<file path="src/rtl/slb_mem_responder_if.sv">
// SLB / instruction-fetch / RAM signal bundle for slb_mem_responder.
// The slave modport is the responder's view; the master modport is the SLB, fetch unit and RAM side.
interface slb_mem_responder_if #(
  parameter int ADDR_WIDTH = 17
);
  logic                  slb_access_control;
  logic [31:0]           slb_mem_addr;
  logic                  slb_mem_wr;
  logic [7:0]            slb_mem_dout;
  logic                  slb_access_valid;
  logic [7:0]            slb_mem_din;
  logic                  if_req;
  logic [31:0]           if_addr;
  logic                  if_valid;
  logic [31:0]           if_data;
  logic [7:0]            ram_din;
  logic [7:0]            ram_dout;
  logic [ADDR_WIDTH-1:0] ram_a;
  logic                  ram_wr;
  logic                  io_buffer_full;

  modport slave (
    input  slb_access_control, slb_mem_addr, slb_mem_wr, slb_mem_dout,
    input  if_req, if_addr, ram_din, io_buffer_full,
    output slb_access_valid, slb_mem_din, if_valid, if_data,
    output ram_dout, ram_a, ram_wr
  );

  modport master (
    output slb_access_control, slb_mem_addr, slb_mem_wr, slb_mem_dout,
    output if_req, if_addr, ram_din, io_buffer_full,
    input  slb_access_valid, slb_mem_din, if_valid, if_data,
    input  ram_dout, ram_a, ram_wr
  );
endinterface

</file>
<file path="src/rtl/slb_mem_responder.sv">
// Arbitrates SLB byte accesses and 4-byte instruction fetches onto a single-port byte RAM.
// Optional MEM_IO_STALL_EN: hold off SLB writes to the IO window (addr[17:16]==2'b11) while the IO FIFO is full.
module slb_mem_responder #(
  parameter int ADDR_WIDTH    = 17,
  parameter int MAX_SLB_BURST = 8
) (
  input logic             clk_in,
  input logic             rst_in,
  input logic             rdy_in,
  input logic             control_hazard,
  slb_mem_responder_if.slave bus
);

  localparam int BURST_W = $clog2(MAX_SLB_BURST + 1);

  typedef enum logic [1:0] {
    IDLE,
    IF_RD,
    IF_DONE
  } state_t;

  state_t               state_q, state_d;
  logic [1:0]           byte_cnt_q, byte_cnt_d;
  logic [BURST_W-1:0]   burst_cnt_q, burst_cnt_d;
  logic [23:0]          fetch_buf_q, fetch_buf_d;
  logic [31:0]          if_data_q, if_data_d;
  logic                 if_valid_q, if_valid_d;
  logic                 slb_grant_q;

  logic                 burst_full;
  logic                 io_block;
  logic                 arb_ok;
  logic                 slb_grant;
  logic                 fetch_start;
  logic [1:0]           latch_idx;
  logic [1:0]           issue_off;
  logic [ADDR_WIDTH-1:0] fetch_base;
  logic [ADDR_WIDTH-1:0] fetch_addr;
  logic                 unused_bits;

`ifdef MEM_IO_STALL_EN
  assign io_block = bus.io_buffer_full && bus.slb_mem_wr && (bus.slb_mem_addr[17:16] == 2'b11);
`else
  assign io_block = 1'b0;
`endif

  assign unused_bits = ^{bus.slb_mem_addr[31:ADDR_WIDTH], bus.if_addr[31:ADDR_WIDTH], bus.io_buffer_full};

  assign burst_full  = (burst_cnt_q == BURST_W'(MAX_SLB_BURST));
  assign arb_ok      = rst_in && rdy_in && !control_hazard && (state_q == IDLE);
  assign slb_grant   = arb_ok && bus.slb_access_control && !(bus.if_req && burst_full) && !io_block;
  assign fetch_start = arb_ok && !slb_grant && bus.if_req;

  // byte_cnt is the next byte to issue; the byte returning from RAM this cycle is byte_cnt-1.
  // While frozen, the RAM is pointed back at that returning byte so ram_din is still valid on resume.
  assign latch_idx  = byte_cnt_q - 2'd1;
  assign issue_off  = (rdy_in && state_q == IF_RD) ? byte_cnt_q : latch_idx;
  assign fetch_base = bus.if_addr[ADDR_WIDTH-1:0];
  assign fetch_addr = fetch_base + {{(ADDR_WIDTH-2){1'b0}}, issue_off};

  assign bus.slb_access_valid = slb_grant;
  assign bus.ram_wr           = slb_grant && bus.slb_mem_wr;
  assign bus.ram_dout         = slb_grant ? bus.slb_mem_dout : 8'h00;
  assign bus.ram_a            = slb_grant   ? bus.slb_mem_addr[ADDR_WIDTH-1:0] :
                                fetch_start ? fetch_base :
                                (state_q != IDLE) ? fetch_addr : '0;
  assign bus.slb_mem_din      = slb_grant_q ? bus.ram_din : 8'h00;
  assign bus.if_valid         = if_valid_q;
  assign bus.if_data          = if_data_q;

  always_comb begin
    state_d     = state_q;
    byte_cnt_d  = byte_cnt_q;
    burst_cnt_d = burst_cnt_q;
    fetch_buf_d = fetch_buf_q;
    if_data_d   = if_data_q;
    if_valid_d  = 1'b0;

    if (control_hazard && state_q != IDLE) begin
      state_d    = IDLE;
      byte_cnt_d = 2'd0;
    end else if (rdy_in) begin
      unique case (state_q)
        IDLE: begin
          if (fetch_start) begin
            state_d    = IF_RD;
            byte_cnt_d = 2'd1;
          end
        end
        IF_RD: begin
          case (latch_idx)
            2'd0:    fetch_buf_d[7:0]   = bus.ram_din;
            2'd1:    fetch_buf_d[15:8]  = bus.ram_din;
            2'd2:    fetch_buf_d[23:16] = bus.ram_din;
            default: fetch_buf_d        = fetch_buf_q;
          endcase
          byte_cnt_d = byte_cnt_q + 2'd1;
          if (byte_cnt_q == 2'd3) begin
            state_d = IF_DONE;
          end
        end
        IF_DONE: begin
          if_data_d  = {bus.ram_din, fetch_buf_q};
          if_valid_d = 1'b1;
          byte_cnt_d = 2'd0;
          state_d    = IDLE;
        end
        default: begin
          state_d    = IDLE;
          byte_cnt_d = 2'd0;
        end
      endcase
    end

    if (rdy_in) begin
      if (!bus.if_req || fetch_start) begin
        burst_cnt_d = '0;
      end else if (slb_grant && !burst_full) begin
        burst_cnt_d = burst_cnt_q + BURST_W'(1);
      end
    end
  end

  always_ff @(posedge clk_in or negedge rst_in) begin
    if (!rst_in) begin
      state_q     <= IDLE;
      byte_cnt_q  <= 2'd0;
      burst_cnt_q <= '0;
      fetch_buf_q <= 24'h0;
      if_data_q   <= 32'h0;
      if_valid_q  <= 1'b0;
      slb_grant_q <= 1'b0;
    end else begin
      state_q     <= state_d;
      byte_cnt_q  <= byte_cnt_d;
      burst_cnt_q <= burst_cnt_d;
      fetch_buf_q <= fetch_buf_d;
      if_data_q   <= if_data_d;
      if_valid_q  <= if_valid_d;
      slb_grant_q <= slb_grant;
    end
  end

endmodule

</file>
<file path="src/flat_wrapper.sv">
// flat-port wrapper written by rule: the top's interface ports become plain ports
module slb_mem_responder_flat 
#(
  parameter int ADDR_WIDTH    = 17,
  parameter int MAX_SLB_BURST = 8
)
  (clk_in, rst_in, rdy_in, control_hazard, bus_slb_access_control, bus_slb_mem_addr, bus_slb_mem_wr, bus_slb_mem_dout, bus_if_req, bus_if_addr, bus_ram_din, bus_io_buffer_full, bus_slb_access_valid, bus_slb_mem_din, bus_if_valid, bus_if_data, bus_ram_dout, bus_ram_a, bus_ram_wr);
  slb_mem_responder_if #(.ADDR_WIDTH(ADDR_WIDTH)) bus_i ();
  input logic clk_in;
  input logic rst_in;
  input logic rdy_in;
  input logic control_hazard;
  input wire logic [$bits(bus_i.slb_access_control)-1:0] bus_slb_access_control;
  input wire logic [$bits(bus_i.slb_mem_addr)-1:0] bus_slb_mem_addr;
  input wire logic [$bits(bus_i.slb_mem_wr)-1:0] bus_slb_mem_wr;
  input wire logic [$bits(bus_i.slb_mem_dout)-1:0] bus_slb_mem_dout;
  input wire logic [$bits(bus_i.if_req)-1:0] bus_if_req;
  input wire logic [$bits(bus_i.if_addr)-1:0] bus_if_addr;
  input wire logic [$bits(bus_i.ram_din)-1:0] bus_ram_din;
  input wire logic [$bits(bus_i.io_buffer_full)-1:0] bus_io_buffer_full;
  output wire logic [$bits(bus_i.slb_access_valid)-1:0] bus_slb_access_valid;
  output wire logic [$bits(bus_i.slb_mem_din)-1:0] bus_slb_mem_din;
  output wire logic [$bits(bus_i.if_valid)-1:0] bus_if_valid;
  output wire logic [$bits(bus_i.if_data)-1:0] bus_if_data;
  output wire logic [$bits(bus_i.ram_dout)-1:0] bus_ram_dout;
  output wire logic [$bits(bus_i.ram_a)-1:0] bus_ram_a;
  output wire logic [$bits(bus_i.ram_wr)-1:0] bus_ram_wr;
  assign bus_i.slb_access_control = bus_slb_access_control;
  assign bus_i.slb_mem_addr = bus_slb_mem_addr;
  assign bus_i.slb_mem_wr = bus_slb_mem_wr;
  assign bus_i.slb_mem_dout = bus_slb_mem_dout;
  assign bus_i.if_req = bus_if_req;
  assign bus_i.if_addr = bus_if_addr;
  assign bus_i.ram_din = bus_ram_din;
  assign bus_i.io_buffer_full = bus_io_buffer_full;
  assign bus_slb_access_valid = bus_i.slb_access_valid;
  assign bus_slb_mem_din = bus_i.slb_mem_din;
  assign bus_if_valid = bus_i.if_valid;
  assign bus_if_data = bus_i.if_data;
  assign bus_ram_dout = bus_i.ram_dout;
  assign bus_ram_a = bus_i.ram_a;
  assign bus_ram_wr = bus_i.ram_wr;
  slb_mem_responder #(.ADDR_WIDTH(ADDR_WIDTH), .MAX_SLB_BURST(MAX_SLB_BURST)) u_core (.clk_in(clk_in), .rst_in(rst_in), .rdy_in(rdy_in), .control_hazard(control_hazard), .bus(bus_i));
endmodule
</file>
<file path="config.mk">
export PLATFORM = sky130hd
export DESIGN_NAME = slb_mem_responder_flat
export DESIGN_NICKNAME = d
export VERILOG_FILES = /design/src/rtl/slb_mem_responder_if.sv /design/src/rtl/slb_mem_responder.sv /design/src/flat_wrapper.sv
export SDC_FILE = /design/constraint.sdc
export NUM_CORES = 1
export LEC_CHECK = 0
export ABC_AREA = 1
export BUFFER_PORTS_ARGS = -buffer_cell sky130_fd_sc_hd__buf_4
export CAP_MARGIN = 10
export CORE_ASPECT_RATIO = 1.25
export CORE_MARGIN = 5
export CORE_UTILIZATION = 42
export DETAILED_ROUTE_END_ITERATION = 8
export PLACE_DENSITY = 0.76
export RECOVER_POWER = 25
export SYNTH_ARGS = -nofsm -noshare
export SYNTH_HDL_FRONTEND = slang
export SYNTH_SLANG_ARGS = --single-unit
</file>
<file path="constraint.sdc">
create_clock -name clk_in -period 3.5 [get_ports clk_in]
set_input_delay 0.35 -clock clk_in [delete_from_list [all_inputs] [get_ports clk_in]]
set_output_delay 0.35 -clock clk_in [all_outputs]
set_load 0.02 [all_outputs]
</file>
==> impl_metrics.py, run 1 <==
metrics = {
    "run_status": {
        "status": "finished, violations left",
        "violations": "max-capacitance violations, max-slew violations",
    },
    "detailed_routing": {
        "drtPass1Iterations": 5,
        "vias": 3664,
        "wl_um": 10000,
        "drtAntennaViolNets": 0,
        "drcViolationCount": 0,
        "avgRoutedWirePerCell_um": 13.6,
        "viasPerCell": 4.98,
        "drtIter0Drc": 172,
    },
    "logic_synthesis": {
        "synth.largest_area_cell": "dfrtp_1",
        "synth_edf_count": 0,
        "ys_ff_latch": 66,
        "synth_nets": 585,
        "ys_seq_area_frac": 0.448,
        "async_reset_ff_frac": 1.00,
        "synth_adder_area_share": 0.0326,
        "synth_cell_types": 29,
        "synth-main-ff-cell": "dfrtp_1",
        "synth_mux_area_frac": 0,
        "synth_top_family_by_area": "simple AND/OR/NAND/NOR gates",
        "synth_common_cells": "nand2_1, dfrtp_1, inv_1",
        "synth.area.top_cells": "dfrtp_1, nand2_1, inv_1",
        "synthSimpleGateAreaFrac": 0.331,
        "ys_warn_count": 0,
        "synthCells": 488,
        "synth_compound_area_frac": 0.0974,
        "synth_xor_area_frac": 0.00713,
        "yosysMostFrequentCell": "nand2_1",
        "syn-mean-instance-area_um2": 7.56,
        "yosysTopAreaCellShare": 0.448,
        "netlist_area_mm2": 0.00369,
    },
    "global_routing": {
        "antenna_found_initial": 0,
        "grt_pass1_vias": 3579,
        "grt_max_degree": 67,
        "grt_pass1_wl_um": 16700,
        "overflow": 0,
        "grt_usage": 0.192,
    },
    "job": {
        "max_cap_violations": 1,
    },
    "sta": {
        "setup_viol": 0,
        "hold_viol": 0,
        "tns_ps": 0,
        "fin_crit_sh": 0.960,
        "slew_violations": 67,
        "slew-limit-headroom": -0.0396,
        "min_period_ps": 3360,
        "holdWs_ps": 325,
        "finClkSkew_ps": 9.80,
        "fmax_mhz": 298,
        "worst_pin_slew_ps": 1560,
    },
    "setup_path": {
        "worstSetupEndpointType": "output pin",
        "r2r_slack_ps": 1440,
        "start_kind": "register",
        "crit_type": "register to output pin",
        "critPathArrivalTime_ps": 3010,
        "worst-path-max-fanout": 5,
        "cp_data_required_time_ps": 3150,
    },
    "cts": {
        "cts_sinks": 66,
        "cts_buffer_depth": 2,
        "clock_latency_ps": 330,
        "h-tree-depth": 3,
        "cts_root_buf": "clkbuf_8",
        "numCtsBuffers": 9,
        "clk_pin_slew_ps": 60,
        "cts_tree": "built",
        "postCtsHoldBufs": 0,
    },
    "floorplanning": {
        "die_h_um": 115,
        "coreArea_mm2": 0.00865,
        "initial_utilization": 0.426,
        "io_pins": 156,
        "dieArea_mm2": 0.0108,
        "placementRows": 38,
        "die_x_um": 93.8,
    },
    "pwr": {
        "p_leak_nw": 2.77,
        "power_density_mw_per_mm2": 508,
        "ir_drop_mv": 0.215,
    },
    "final_layout": {
        "antenna_cells": 0,
        "final_cell_area_mm2": 0.00499,
        "fillers": 828,
        "drive_above_1_share": 0.274,
        "syn2layout_area_growth_pct": 35.3,
        "fin_cells": 736,
        "final_nets": 708,
    },
    "min_path": {
        "hold_class": "input port to register",
    },
    "placement": {
        "dp_cells": 719,
        "place_hpwl_um": 7690,
        "dpl_cell_area_mm2": 0.00470,
        "gp_congestion": 0.861,
        "portBuffers": 124,
    },
}
cells by family after synthesis:
family / count (synthesis)
compound gates: 56
fa+ha+maj: 9
simple gates: 279
buf+inv: 75
flops: 66
xor+xnor: 3
placed cells by master, fill, tap and decap left out, types with 9 or more instances in the layout:
master and count:
nand3_1 39, o21ai_1 24, nand4_1 16, inv_1 55, o21ai_0 18, dfrtp_1 64
nor2_1 27, nand2_1 183, o211ai_2 9, clkbuf_8 10, buf_4 126
state kept, by name, indices dropped and copies added (netlist names):
register	count
u_core.fetch_buf_q	24
u_core.slb_grant_q	1
u_core.byte_cnt_q	2
u_core.bus.if_data	32
u_core.bus.if_valid	1
u_core.burst_cnt_q	4
u_core.state_q	2
per-stage QoR:
stage	power, W	util	setup WS, ps
floorplan	0.00142	-	827
finish	0.00254	0.577	139
global placement	0.00168	0.544	439
global route	0.00270	0.577	-23.0
detailed placement	0.00171	0.544	318
CTS	0.00255	0.575	50.2
metal layers:
metal	GRT usage	routed length, um
met1	0.238	4060
met4	0.0636	185
met2	0.323	4840
met5	0	0
met3	0.0550	953
report_power, final:
part / internal (W) / leakage [nW] / total [W] / switching (W)
clock network: 0.000564 / 0.134 / 0.000829 / 0.000266
registers: 0.000877 / 0.905 / 0.000959 / 0.0000820
logic: 0.000296 / 1.73 / 0.000747 / 0.000451
total: 0.00174 / 2.77 / 0.00254 / 0.000799
worst max-delay path: stages (launching register included):
cell,delay [ps]
dfrtp_2,460
inv_1,110
nand3_2,110
xor2_1,240
ha_2,240
inv_1,60
fa_1,390
inv_1,110
nand2_1,140
nor2_4,220
nand2_1,120
nor2_1,120
nand2_1,50
nand3_1,80
nand3_1,80
buf_4,160
worst paths after layout:
kind,start,to,cells after the start
max in group asynchronous,rst_in,u_core.state_q[1],2
min in group asynchronous,rst_in,u_core.burst_cnt_q[0],2
max,u_core.state_q[1],bus_ram_a[16],15
min reg2reg,u_core.fetch_buf_q[14],u_core.bus.if_data[14],2
min,rst_in,u_core.slb_grant_q,3
max reg2reg,u_core.burst_cnt_q[0],u_core.state_q[0],11
cell type report:
class                           instances  area (um^2)  share of cell area
Multi-Input combinational cell        347         1740               0.349
Tap cell                              120          150              0.0301
Clock inverter                          5          125              0.0251
Clock buffer                           11          141              0.0283
Sequential cell                        66         1650               0.331
Timing Repair Buffer                  128          955               0.191
Inverter                               59          224              0.0449
repair_timing:
action	4_1_cts	5_1_grt
hold endpoints to repair	0	0
endpoints found under the setup margin	1	3
pin swaps	0	3
setup buffers	0	1
gates resized for setup	1	5
No activity file was read; power rests on OpenSTA's default activity.
==> run 2: changes to the inputs <==
- ABC_AREA: 1 -> not set
==> run 2 against run 1 <==
  * The run still ends with max-capacitance violations, max-slew violations left
  * Die area fell by 4.0%
  * Total power shrank 26%
  * Global-route usage down 2.4 points
  * Sequential power fell by 7.4%
  * Final cell count shrank 26%
==> impl_metrics.py, run 2 <==
metrics = {
    "run_status": {
        "status": "finished, violations left",
        "violations": "max-capacitance violations, max-slew violations",
    },
    "detailed_routing": {
        "vias": 2926,
        "drtIter0Drc": 80,
        "drtAntennaViolNets": 0,
        "avgRoutedWirePerCell_um": 16.1,
        "wl_um": 8810,
        "drcViolationCount": 0,
        "drtPass1Iterations": 4,
        "viasPerCell": 5.34,
    },
    "final_layout": {
        "largest_reg_flops": 32,
        "final_common_cell": "buf_4",
        "fin_cells": 548,
        "final_nets": 543,
        "antenna_cells": 0,
        "final_cell_area_mm2": 0.00474,
        "syn2layout_area_growth_pct": 34.4,
        "fillers": 737,
        "drive_above_1_share": 0.488,
        "final_core_util": 0.575,
        "layout_common_cells": "buf_4, dfrtp_1, mux2_2",
    },
    "sta": {
        "min_period_ps": 3370,
        "slew-limit-headroom": -0.0525,
        "worst_pin_slew_ps": 1580,
        "holdWs_ps": 249,
        "setup_viol": 0,
        "fin_crit_sh": 0.964,
        "hold_viol": 0,
        "finClkSkew_ps": 7.52,
        "fmax_mhz": 296,
        "slew_violations": 68,
    },
    "setup_path": {
        "crit_type": "register to output pin",
        "worstSetupEndpointType": "output pin",
        "critPathArrivalTime_ps": 3020,
        "cpMaxStageDelayCell": "dfrtp_2",
        "start_kind": "register",
        "path_cells": "nand3b_1, xnor2_1, ha_2, inv_1, fa_2, nand3b_1, nor2_2, a21oi_1, o21ai_0, o311ai_1, buf_4",
        "cp_data_required_time_ps": 3150,
        "cpPeakStageDelay_ps": 440,
        "worst-path-max-fanout": 7,
        "crit_top_cell": "nand3b_1",
    },
    "floorplanning": {
        "dieArea_mm2": 0.0103,
        "placementRows": 37,
        "initial_utilization": 0.428,
        "io_pins": 156,
        "die_h_um": 112,
        "coreArea_mm2": 0.00824,
        "die_x_um": 92.0,
    },
    "global_routing": {
        "grt_usage": 0.168,
        "antenna_found_initial": 0,
        "grt_pass1_vias": 3032,
        "grt_pass1_wl_um": 14100,
        "overflow": 0,
        "grt_max_degree": 68,
    },
    "logic_synthesis": {
        "synth_edf_count": 0,
        "ys_ff_latch": 66,
        "synth_common_cells": "dfrtp_1, mux2_2, nand2_1",
        "yosysTopAreaCellShare": 0.468,
        "ys_seq_area_frac": 0.468,
        "async_reset_ff_frac": 1.00,
        "syn-mean-instance-area_um2": 11.3,
        "synth.area.top_cells": "dfrtp_1, mux2_2, and2_1",
        "ys_warn_count": 0,
        "synthCells": 311,
        "synth_cell_types": 50,
        "yosysMostFrequentCell": "dfrtp_1",
        "netlist_area_mm2": 0.00353,
        "synth-main-ff-cell": "dfrtp_1",
        "synth.largest_area_cell": "dfrtp_1",
        "synth_nets": 408,
    },
    "placement": {
        "dpl_cell_area_mm2": 0.00450,
        "portBuffers": 124,
        "place_hpwl_um": 6600,
        "gp_congestion": 0.805,
        "dp_cells": 524,
    },
    "cts": {
        "numCtsBuffers": 9,
        "clock_latency_ps": 330,
        "cts_tree": "built",
        "h-tree-depth": 3,
        "clk_pin_slew_ps": 70,
        "cts_sinks": 66,
        "cts_buffer_depth": 2,
        "cts_root_buf": "clkbuf_8",
    },
    "min_path": {
        "hold_class": "input port to register",
    },
    "pwr": {
        "power_w": 0.00187,
        "power_density_mw_per_mm2": 394,
        "p_leak_nw": 2.44,
        "ir_drop_mv": 0.164,
    },
    "job": {
        "max_cap_violations": 1,
    },
}
[run 2: report_power, final]
group | switching (W) | internal, W | leakage [nW]
clock | 0.000280 | 0.000258 | 0.0827
combinational | 0.000224 | 0.000218 | 1.45
sequential | 0.0000496 | 0.000838 | 0.905
[run 2: final timing paths]
path | startpoint | to | slack, ps | depth (start not counted)
setup / recovery | u_core.state_q[1] | bus_ram_a[14] | 130 | 11
hold / removal | control_hazard | u_core.state_q[0] | 250 | 2
setup reg to reg | u_core.burst_cnt_q[0] | u_core.burst_cnt_q[1] | 1510 | 7
hold reg to reg | u_core.fetch_buf_q[15] | u_core.fetch_buf_q[15] | 490 | 1
max in group asynchronous | rst_in | u_core.state_q[1] | 1810 | 2
min in group asynchronous | rst_in | u_core.bus.if_data[1] | 650 | 2
[run 2: kinds of logic after synthesis]
kind of cell	synth area share
xor gates and xnor gates	0.00994
adders and majority gates	0.0341
AOI/OAI and AO/OA	0.105
DFF	0.468
buffers and inverters	0.0451
muxes	0.186
and+or+nand+nor	0.151
[run 2: metal layers]
| layer | part of all wire | up-vias | track usage |
|---|---|---|---|
| met2 | 0.49 | 136 | 0.290 |
| met4 | 0.0050 | 0 | 0.0456 |
| met1 | 0.41 | 1396 | 0.190 |
| met5 | 0 | - | 0 |
| li1 | - | 1390 | - |
| met3 | 0.095 | 4 | 0.0697 |
[run 2: per-stage QoR]
stage | setup WS, ps | TNS (ps)
after floorplan | 244 | 0
after CTS | 5.63 | 0
after global placement | 406 | 0
after detailed placement | 237 | 0
final | 127 | 0
after global routing | -29.2 | -95.6
[run 2: worst max-delay path, delay by kind of cell, from the launching register on]
| family | cells | cell delay [ps] |
|---|---|---|
| and+or+nand+nor | 3 | 790 |
| DFF | 1 | 440 |
| adders and majority gates | 2 | 540 |
| buffers and inverters | 2 | 240 |
| AOI/OAI and AO/OA | 3 | 450 |
| xor gates and xnor gates | 1 | 220 |
[run 2: area by class of cell]
type | count | area (um^2) | share of cell area
clock buffers | 10 | 128 | 0.0269
clock inverters | 6 | 42.5 | 0.00898
repair buffers | 135 | 1010 | 0.213
flip-flops and latches | 66 | 1650 | 0.349
multi-input cells | 221 | 1740 | 0.367
well taps | 97 | 121 | 0.0256
inverters | 13 | 48.8 | 0.0103
[run 2: timing repair]
item / in CTS / in global routing
hold buffers: 0 / 0
pin swaps: 0 / 3
gates resized for setup: 2 / 6
setup endpoints to repair: 5 / 9
gates cloned: 0 / 1
buffers inserted: 0 / 7
==> run 3: changes to the inputs <==
- CTS_BUF_LIST: not set -> sky130_fd_sc_hd__clkbuf_8 sky130_fd_sc_hd__clkbuf_16
==> run 3 against run 2 <==
  * The flow still finishes with violations (max-capacitance violations, max-slew violations)
  * Highest routed layer unchanged
  * Cell area unchanged
  * Non-clock buffer count unchanged
  * Critical endpoint unchanged
  * Clock power about the same
  * Wire length about the same
  * Global-route usage unchanged
  * Hold slack about the same
  * Total power decreased by 0.12%
  * Sequential power about the same
  * Count of clock-buffer cells in the layout decreased by 1
  * Die area unchanged
  * Via count about the same
==> impl_metrics.py, run 3 (synthesis gave the netlist of run 2 again) <==
metrics = {
    "setup_path": {
        "crit_type": "register to output pin",
        "start_kind": "register",
        "cp_data_required_time_ps": 3150,
        "worst-path-max-fanout": 7,
        "worstSetupEndpointType": "output pin",
        "critPathArrivalTime_ps": 3020,
    },
    "sta": {
        "worst_pin_slew_ps": 1580,
        "slew-limit-headroom": -0.0533,
        "setup_viol": 0,
        "finClkSkew_ps": 7.52,
        "fmax_mhz": 296,
        "hold_viol": 0,
        "slew_violations": 68,
        "tns_ps": 0,
        "holdWs_ps": 249,
        "fin_crit_sh": 0.964,
        "min_period_ps": 3370,
        "layout_setup_ws_ps": 127,
    },
    "final_layout": {
        "drive_above_1_share": 0.488,
        "layout_common_cells": "buf_4, dfrtp_1, mux2_2",
        "syn2layout_area_growth_pct": 34.4,
        "final_nets": 543,
        "antenna_cells": 0,
        "largest_reg_flops": 32,
        "final_common_cell": "buf_4",
        "fin_cells": 548,
    },
    "detailed_routing": {
        "vias": 2925,
        "drtAntennaViolNets": 0,
        "drcViolationCount": 0,
        "wl_um": 8800,
        "drtPass1Iterations": 4,
        "viasPerCell": 5.34,
        "avgRoutedWirePerCell_um": 16.1,
        "drtIter0Drc": 79,
    },
    "min_path": {
        "hold_class": "input port to register",
    },
    "placement": {
        "portBuffers": 124,
        "dp_cells": 524,
        "place_ws_ps": 237,
        "gp_congestion": 0.805,
        "place_hpwl_um": 6600,
    },
    "run_status": {
        "violations": "max-capacitance violations, max-slew violations",
        "status": "finished, violations left",
    },
    "cts": {
        "postCtsHoldBufs": 0,
        "cts_root_buf": "clkbuf_8",
        "cts_sinks": 66,
        "clk_pin_slew_ps": 70,
        "clock_latency_ps": 330,
        "h-tree-depth": 3,
        "cts_tree": "built",
        "cts_buffer_depth": 2,
        "numCtsBuffers": 9,
    },
    "global_routing": {
        "grt_max_degree": 68,
        "grt_pass1_wl_um": 14100,
        "grt_pass1_vias": 3032,
        "grt_usage": 0.168,
        "antenna_found_initial": 0,
        "overflow": 0,
    },
    "floorplanning": {
        "initial_utilization": 0.428,
        "coreArea_mm2": 0.00824,
        "die_x_um": 92.0,
        "placementRows": 37,
        "dieArea_mm2": 0.0103,
        "io_pins": 156,
        "die_h_um": 112,
    },
    "pwr": {
        "p_leak_nw": 2.44,
        "power_w": 0.00187,
        "ir_drop_mv": 0.164,
        "power_density_mw_per_mm2": 394,
    },
    "job": {
        "max_cap_violations": 1,
    },
}
-- run 3: cell count changes in the layout (fill, tap and decap cells not counted), sizes merged --
cell,delta
clkbuf,-1
inv,+1
-- run 3: layout make-up --
class / count / area [um^2]
inverter: 13 / 48.8
fill: 737 / 3500
sequential: 66 / 1650
timing repair buffer: 135 / 1010
tap: 97 / 121
clock buffer: 9 / 124
multi-input combinational: 221 / 1740
clock inverter: 7 / 46.3
-- run 3: repair_timing --
| item | CTS | global route |
|---|---|---|
| setup buffers | 0 | 7 |
| pin swaps | 0 | 3 |
| setup endpoints to repair | 5 | 9 |
| gates cloned | 0 | 1 |
| resized for setup | 2 | 6 |
-- run 3: routing by layer --
| metal | wire length, um | vias to the layer above | GRT usage |
|---|---|---|---|
| met2 | 4320 | 136 | 0.290 |
| met3 | 839 | 4 | 0.0697 |
| met1 | 3600 | 1395 | 0.190 |
| li1 | - | 1390 | - |
| met4 | 44 | 0 | 0.0456 |
| met5 | 0 | - | 0 |
-- run 3: power by group --
group	internal [W]	switching, W
Sequential	0.000838	0.0000496
Combinational	0.000218	0.000224
Clock	0.000255	0.000281
-- run 3: critical path, stage by stage (launching register included) --
cell and delay, ps:
dfrtp_2 440, nand3b_1 230, xnor2_1 220, ha_2 200, inv_1 50, fa_2 340
nand3b_1 290, nor2_2 270, a21oi_1 100, o21ai_0 190, o311ai_1 160, buf_4 190
-- run 3: path summary, 6_finish.rpt --
| kind | cells after the start | end | from | slack, ps |
|---|---|---|---|---|
| max | 11 | bus_ram_a[14] | u_core.state_q[1] | 130 |
| min | 2 | u_core.state_q[0] | control_hazard | 250 |
| max reg2reg | 7 | u_core.burst_cnt_q[1] | u_core.burst_cnt_q[0] | 1510 |
| min reg2reg | 1 | u_core.fetch_buf_q[15] | u_core.fetch_buf_q[15] | 490 |
| max in group asynchronous | 2 | u_core.state_q[1] | rst_in | 1810 |
| min in group asynchronous | 2 | u_core.bus.if_data[1] | rst_in | 650 |
-- run 3: metrics by stage --
stage | utilization | cell area [um^2]
floorplan | - | 3530
global placement | 0.546 | 4500
detailed placement | 0.546 | 4500
CTS | 0.567 | 4670
global route | 0.575 | 4740
finish | 0.575 | 4740
